<file path="src/rtl/cpu_ibus_axi_bridge.sv">
// cpu_ibus_axi_bridge: single-outstanding bridge from the instruction-fetch bus to an AXI read channel.
// Revision: 1.0
`default_nettype none

module cpu_ibus_axi_bridge #(
  parameter logic [3:0] AXI_ID = 4'h0
) (
  input  logic        clock,
  input  logic        reset,
  input  logic [31:0] ibus_addr,
  input  logic        ibus_read,
  output logic [31:0] ibus_rdata,
  output logic        ibus_valid,
  output logic [31:0] ibus_resp_addr,
  output logic        ibus_err,
  output logic        ibus_stall_req,
  output logic [3:0]  arid,
  output logic [31:0] araddr,
  output logic [3:0]  arlen,
  output logic [2:0]  arsize,
  output logic [1:0]  arburst,
  output logic        arvalid,
  input  logic        arready,
  input  logic [3:0]  rid,
  input  logic [31:0] rdata,
  input  logic [1:0]  rresp,
  input  logic        rlast,
  input  logic        rvalid,
  output logic        rready
);

  typedef enum logic [1:0] {
    IDLE = 2'd0,
    ADDR = 2'd1,
    DATA = 2'd2,
    RESP = 2'd3
  } state_e;

  state_e      state_q, state_d;
  logic [31:0] req_addr_q, req_addr_d;
  logic [31:0] rdata_q, rdata_d;
  logic        err_q, err_d;

  // With arlen=0 every accepted beat is the last one, so rlast carries no information.
  logic unused_rlast;
  assign unused_rlast = rlast;

  always_ff @(posedge clock) begin
    if (reset) begin
      state_q    <= IDLE;
      req_addr_q <= 32'h0;
      rdata_q    <= 32'h0;
      err_q      <= 1'b0;
    end else begin
      state_q    <= state_d;
      req_addr_q <= req_addr_d;
      rdata_q    <= rdata_d;
      err_q      <= err_d;
    end
  end

  always_comb begin
    state_d    = state_q;
    req_addr_d = req_addr_q;
    rdata_d    = rdata_q;
    err_d      = err_q;
    case (state_q)
      IDLE: begin
        if (ibus_read) begin
          req_addr_d = ibus_addr;
          state_d    = ADDR;
        end
      end
      ADDR: begin
        if (arready) state_d = DATA;
      end
      DATA: begin
        if (rvalid && (rid == AXI_ID)) begin
          rdata_d = rdata;
          err_d   = rresp[1];
          state_d = RESP;
        end
      end
      RESP:    state_d = IDLE;
      default: state_d = IDLE;
    endcase
  end

  // Control outputs are forced low while reset is held, before the state register has cleared.
  assign arvalid        = !reset && (state_q == ADDR);
  assign rready         = !reset && (state_q == DATA);
  assign ibus_valid     = !reset && (state_q == RESP);
  assign ibus_err       = ibus_valid && err_q;
  assign ibus_stall_req = !reset && (((state_q == IDLE) && ibus_read) ||
                                     (state_q == ADDR) || (state_q == DATA));

  assign ibus_rdata     = rdata_q;
  assign ibus_resp_addr = req_addr_q;
  assign araddr         = req_addr_q;
  assign arid           = AXI_ID;
  assign arlen          = 4'h0;
  assign arsize         = 3'b010;
  assign arburst        = 2'b01;

endmodule

`default_nettype wire

</file>
<file path="config.mk">
export PLATFORM = sky130hd
export DESIGN_NAME = cpu_ibus_axi_bridge
export DESIGN_NICKNAME = d
export VERILOG_FILES = /design/src/rtl/cpu_ibus_axi_bridge.sv
export SDC_FILE = /design/constraint.sdc
export NUM_CORES = 1
export LEC_CHECK = 0
export CAP_MARGIN = 20
export CORE_ASPECT_RATIO = 1.1
export CORE_MARGIN = 2
export CORE_UTILIZATION = 36
export DETAILED_ROUTE_END_ITERATION = 8
export PLACE_DENSITY_LB_ADDON = 0.15
export SLEW_MARGIN = 5
export SYNTH_ARGS = -nofsm -noshare
export SYNTH_HDL_FRONTEND = slang
export SYNTH_SLANG_ARGS = --single-unit
</file>
<file path="constraint.sdc">
create_clock -name clock -period 2.2 [get_ports clock]
set_input_delay 0.44 -clock clock [delete_from_list [all_inputs] [get_ports clock]]
set_output_delay 0.44 -clock clock [all_outputs]
set_load 0.03 [all_outputs]
</file>
==> results.toml <==
[cells_and_area]
fin_area_um2 = 4660
final_cells = 611
area_growth_pct = 59.7
postLayoutCoreUtil_pct = 59.0
n_fill_cell = 756
ff_latch_area_um2 = 1340
multiInputGateArea_um2 = 1170
drive_gt1_share_pct = 6.36
diodes = 0
fin_nets = 578

[timing]
finalSetupTns_ns = 0
fin_skew_ns = 0.0102
finalSetupViolations = 0
hold_viol = 0
drv_slew = 0
rsz0062_at_grt = "false"
finalCritPeriodShare_pct = 88.1
period_needed_ns = 1.94
fmax_mhz = 516

[critical_path]
start_kind = "flop"
end_kind = "primary output"
r2r_setup_slack_ns = 0.47
worstReg2RegEnd = "err_q"
reg2reg_from = "state_q[0]"
setup.worst_path.class = "reg2out"
cp.required_ns = 1.76
crit_arrival_ns = 1.50
path_max_fanout = 6
reg2reg_depth = 7

[yosys]
synth_edf_count = 0
yosys.area_share.simple_pct = 17.4
yosysUniqueCellTypes = 24
synthAdderAreaFrac_pct = 1.71
avgSynthCellArea_um2 = 8.00
synth_top_family_by_area = "compound AO/OA/AOI/OAI gates"
synthTopCellsByCount = "dfxtp_1 (67), nand2_1 (67), a21oi_1 (66)"
ys_warn_count = 0
synth_compound_area_share_pct = 18.5
synth_cells = 365
synthArstFlopShare_pct = 0
synth.ff_latch_count = 67
syn_area_um2 = 2920
synth_top_cell_by_area = "dfxtp_1"
synth_xor_xnor_area_share_pct = 0
synth_top_area_share_pct = 45.9
synth.area.mux_share_pct = 0.343
yosysSeqAreaShare_pct = 45.9
yosys-top-cells-area = "dfxtp_1 (46%), buf_4 (12%), a21oi_1 (11%)"
ys.flop_type = "dfxtp_1"

[place]
placed_area_um2 = 4470
place.gp.congestion = 0.727
portBuffers = 174
hpwl_um = 5670
dp.cells = 595

[drt]
drcViolationCount = 0
vias = 2840
drtIter0Drc = 95
viasPerCell = 4.65
wl_um = 8110
drtPass1Iterations = 4
wl_per_cell_um = 13.3
antenna_left = 0

[cts]
clock_path_buffers = 2
cts_tree = "built"
cts-root-buf = "clkbuf_8"
cts_buffers = 9
clkTransAtPathRegs_ns = 0.07
cts_hold_buf = 0
worst_skew_pair.late_latency_ns = 0.32
h-tree-depth = 3
clock_sinks = 67

[power]
irDropWorstVdd_v = 0.000475
power.leakage_nw = 1.67
power.density_nw_per_um2 = 885

[min_path]
worstHoldPathCells = 2
hold_end = "araddr[21]"
hp-start = "araddr[21]"
hp-class = "reg2reg"

[status]
status = "finished clean"

[die]
design.core.area_um2 = 7910
initial_core_util_pct = 36.9
die_w_um = 89.9
io_pins = 190
rows = 34
die-area_um2 = 8850
die_y_um = 98.5

[grt]
antenna_found_initial = 0
grt_max_degree = 36
grt_pass1_wl_um = 12900
overflow = 0
first_global_vias = 2682
track_usage_pct = 17.7

[job]
maxCapViolCount = 0
where the power goes:
| group | leakage (nW) | switching, mW | internal [mW] |
|---|---|---|---|
| Clock | 0.0926 | 0.446 | 0.554 |
| Combinational | 1.03 | 0.981 | 0.704 |
| Sequential | 0.545 | 0.0985 | 1.34 |
state kept, by name (all words and copies together), names as in the netlist:
signal / count
araddr: 32
ibus_rdata: 32
state_q: 2
err_q: 1
what timing repair did:
item	CTS	global route
gates resized for setup	1	0
setup endpoints to repair	1	0
buffers inserted	0	0
metal layers:
metal	vias up	wire length, um	track usage [%]
met4	0	189	7.57
li1	1421	-	-
met2	97	4070	30.5
met1	1310	3400	21.0
met3	12	451	4.74
met5	-	0	0
logic make-up (layout without fill, tap and decap cells):
kind of cell | after synthesis | count (layout)
adders and majority gates | 4 | 4
AOI/OAI and AO/OA | 102 | 102
DFF | 67 | 67
and+or+nand+nor | 113 | 113
muxes | 1 | 1
other | 2 | 13
buffers and inverters | 76 | 203
cell usage in the layout (no fill, tap or decap), types with 2 or more instances in the layout:
| master | n |
|---|---|
| clkdlybuf4s50_1 | 168 |
| nand2_1 | 67 |
| dfxtp_1 | 67 |
| a21oi_1 | 66 |
| nand3_1 | 33 |
| o21ai_0 | 28 |
| conb_1 | 13 |
| buf_4 | 13 |
| clkbuf_8 | 10 |
| nor2b_1 | 5 |
| o21ai_1 | 5 |
| ha_1 | 4 |
| inv_1 | 3 |
| and2_1 | 2 |
| or3b_1 | 2 |
| clkinvlp_4 | 2 |
| clkbuf_1 | 2 |
critical path, stage by stage (launching register included):
cell and delay, ns:
dfxtp_1 0.39, inv_1 0.08, ha_1 0.21, buf_4 0.16, nor2_1 0.10, a21oi_1 0.07
buf_4 0.19
area by class of cell:
type	instances	share of cell area [%]
well taps	108	2.90
repair buffers	184	38.9
clock inverters	4	1.07
flip-flops and latches	67	28.8
inverters	3	0.241
clock buffers	12	3.11
multi-input cells	233	25.1
worst max path at each step:
stage | start | end | slack (ns) | cells after the start
3_3_place_gp | rid[0] | state_q[1] | 0.18 | 4
3_5_place_dp | rid[0] | state_q[1] | 0.13 | 4
6_report | state_q[0] | ibus_stall_req | 0.26 | 6
5_1_grt | state_q[0] | ibus_stall_req | 0.13 | 6
2_1_floorplan | reset | ibus_stall_req | 0.28 | 4
4_1_cts | state_q[0] | ibus_stall_req | 0.23 | 6
per-stage QoR:
step | power [mW] | setup WS, ns | hold slack, ns
floorplan | 2.60 | 0.278 | 0.449
global placement | 3.15 | 0.177 | 0.455
detailed placement | 3.17 | 0.126 | 0.461
CTS | 4.18 | 0.227 | 0.472
global route | 4.34 | 0.128 | 0.486
finish | 4.13 | 0.261 | 0.470
(Power assumes the default switching activity.)
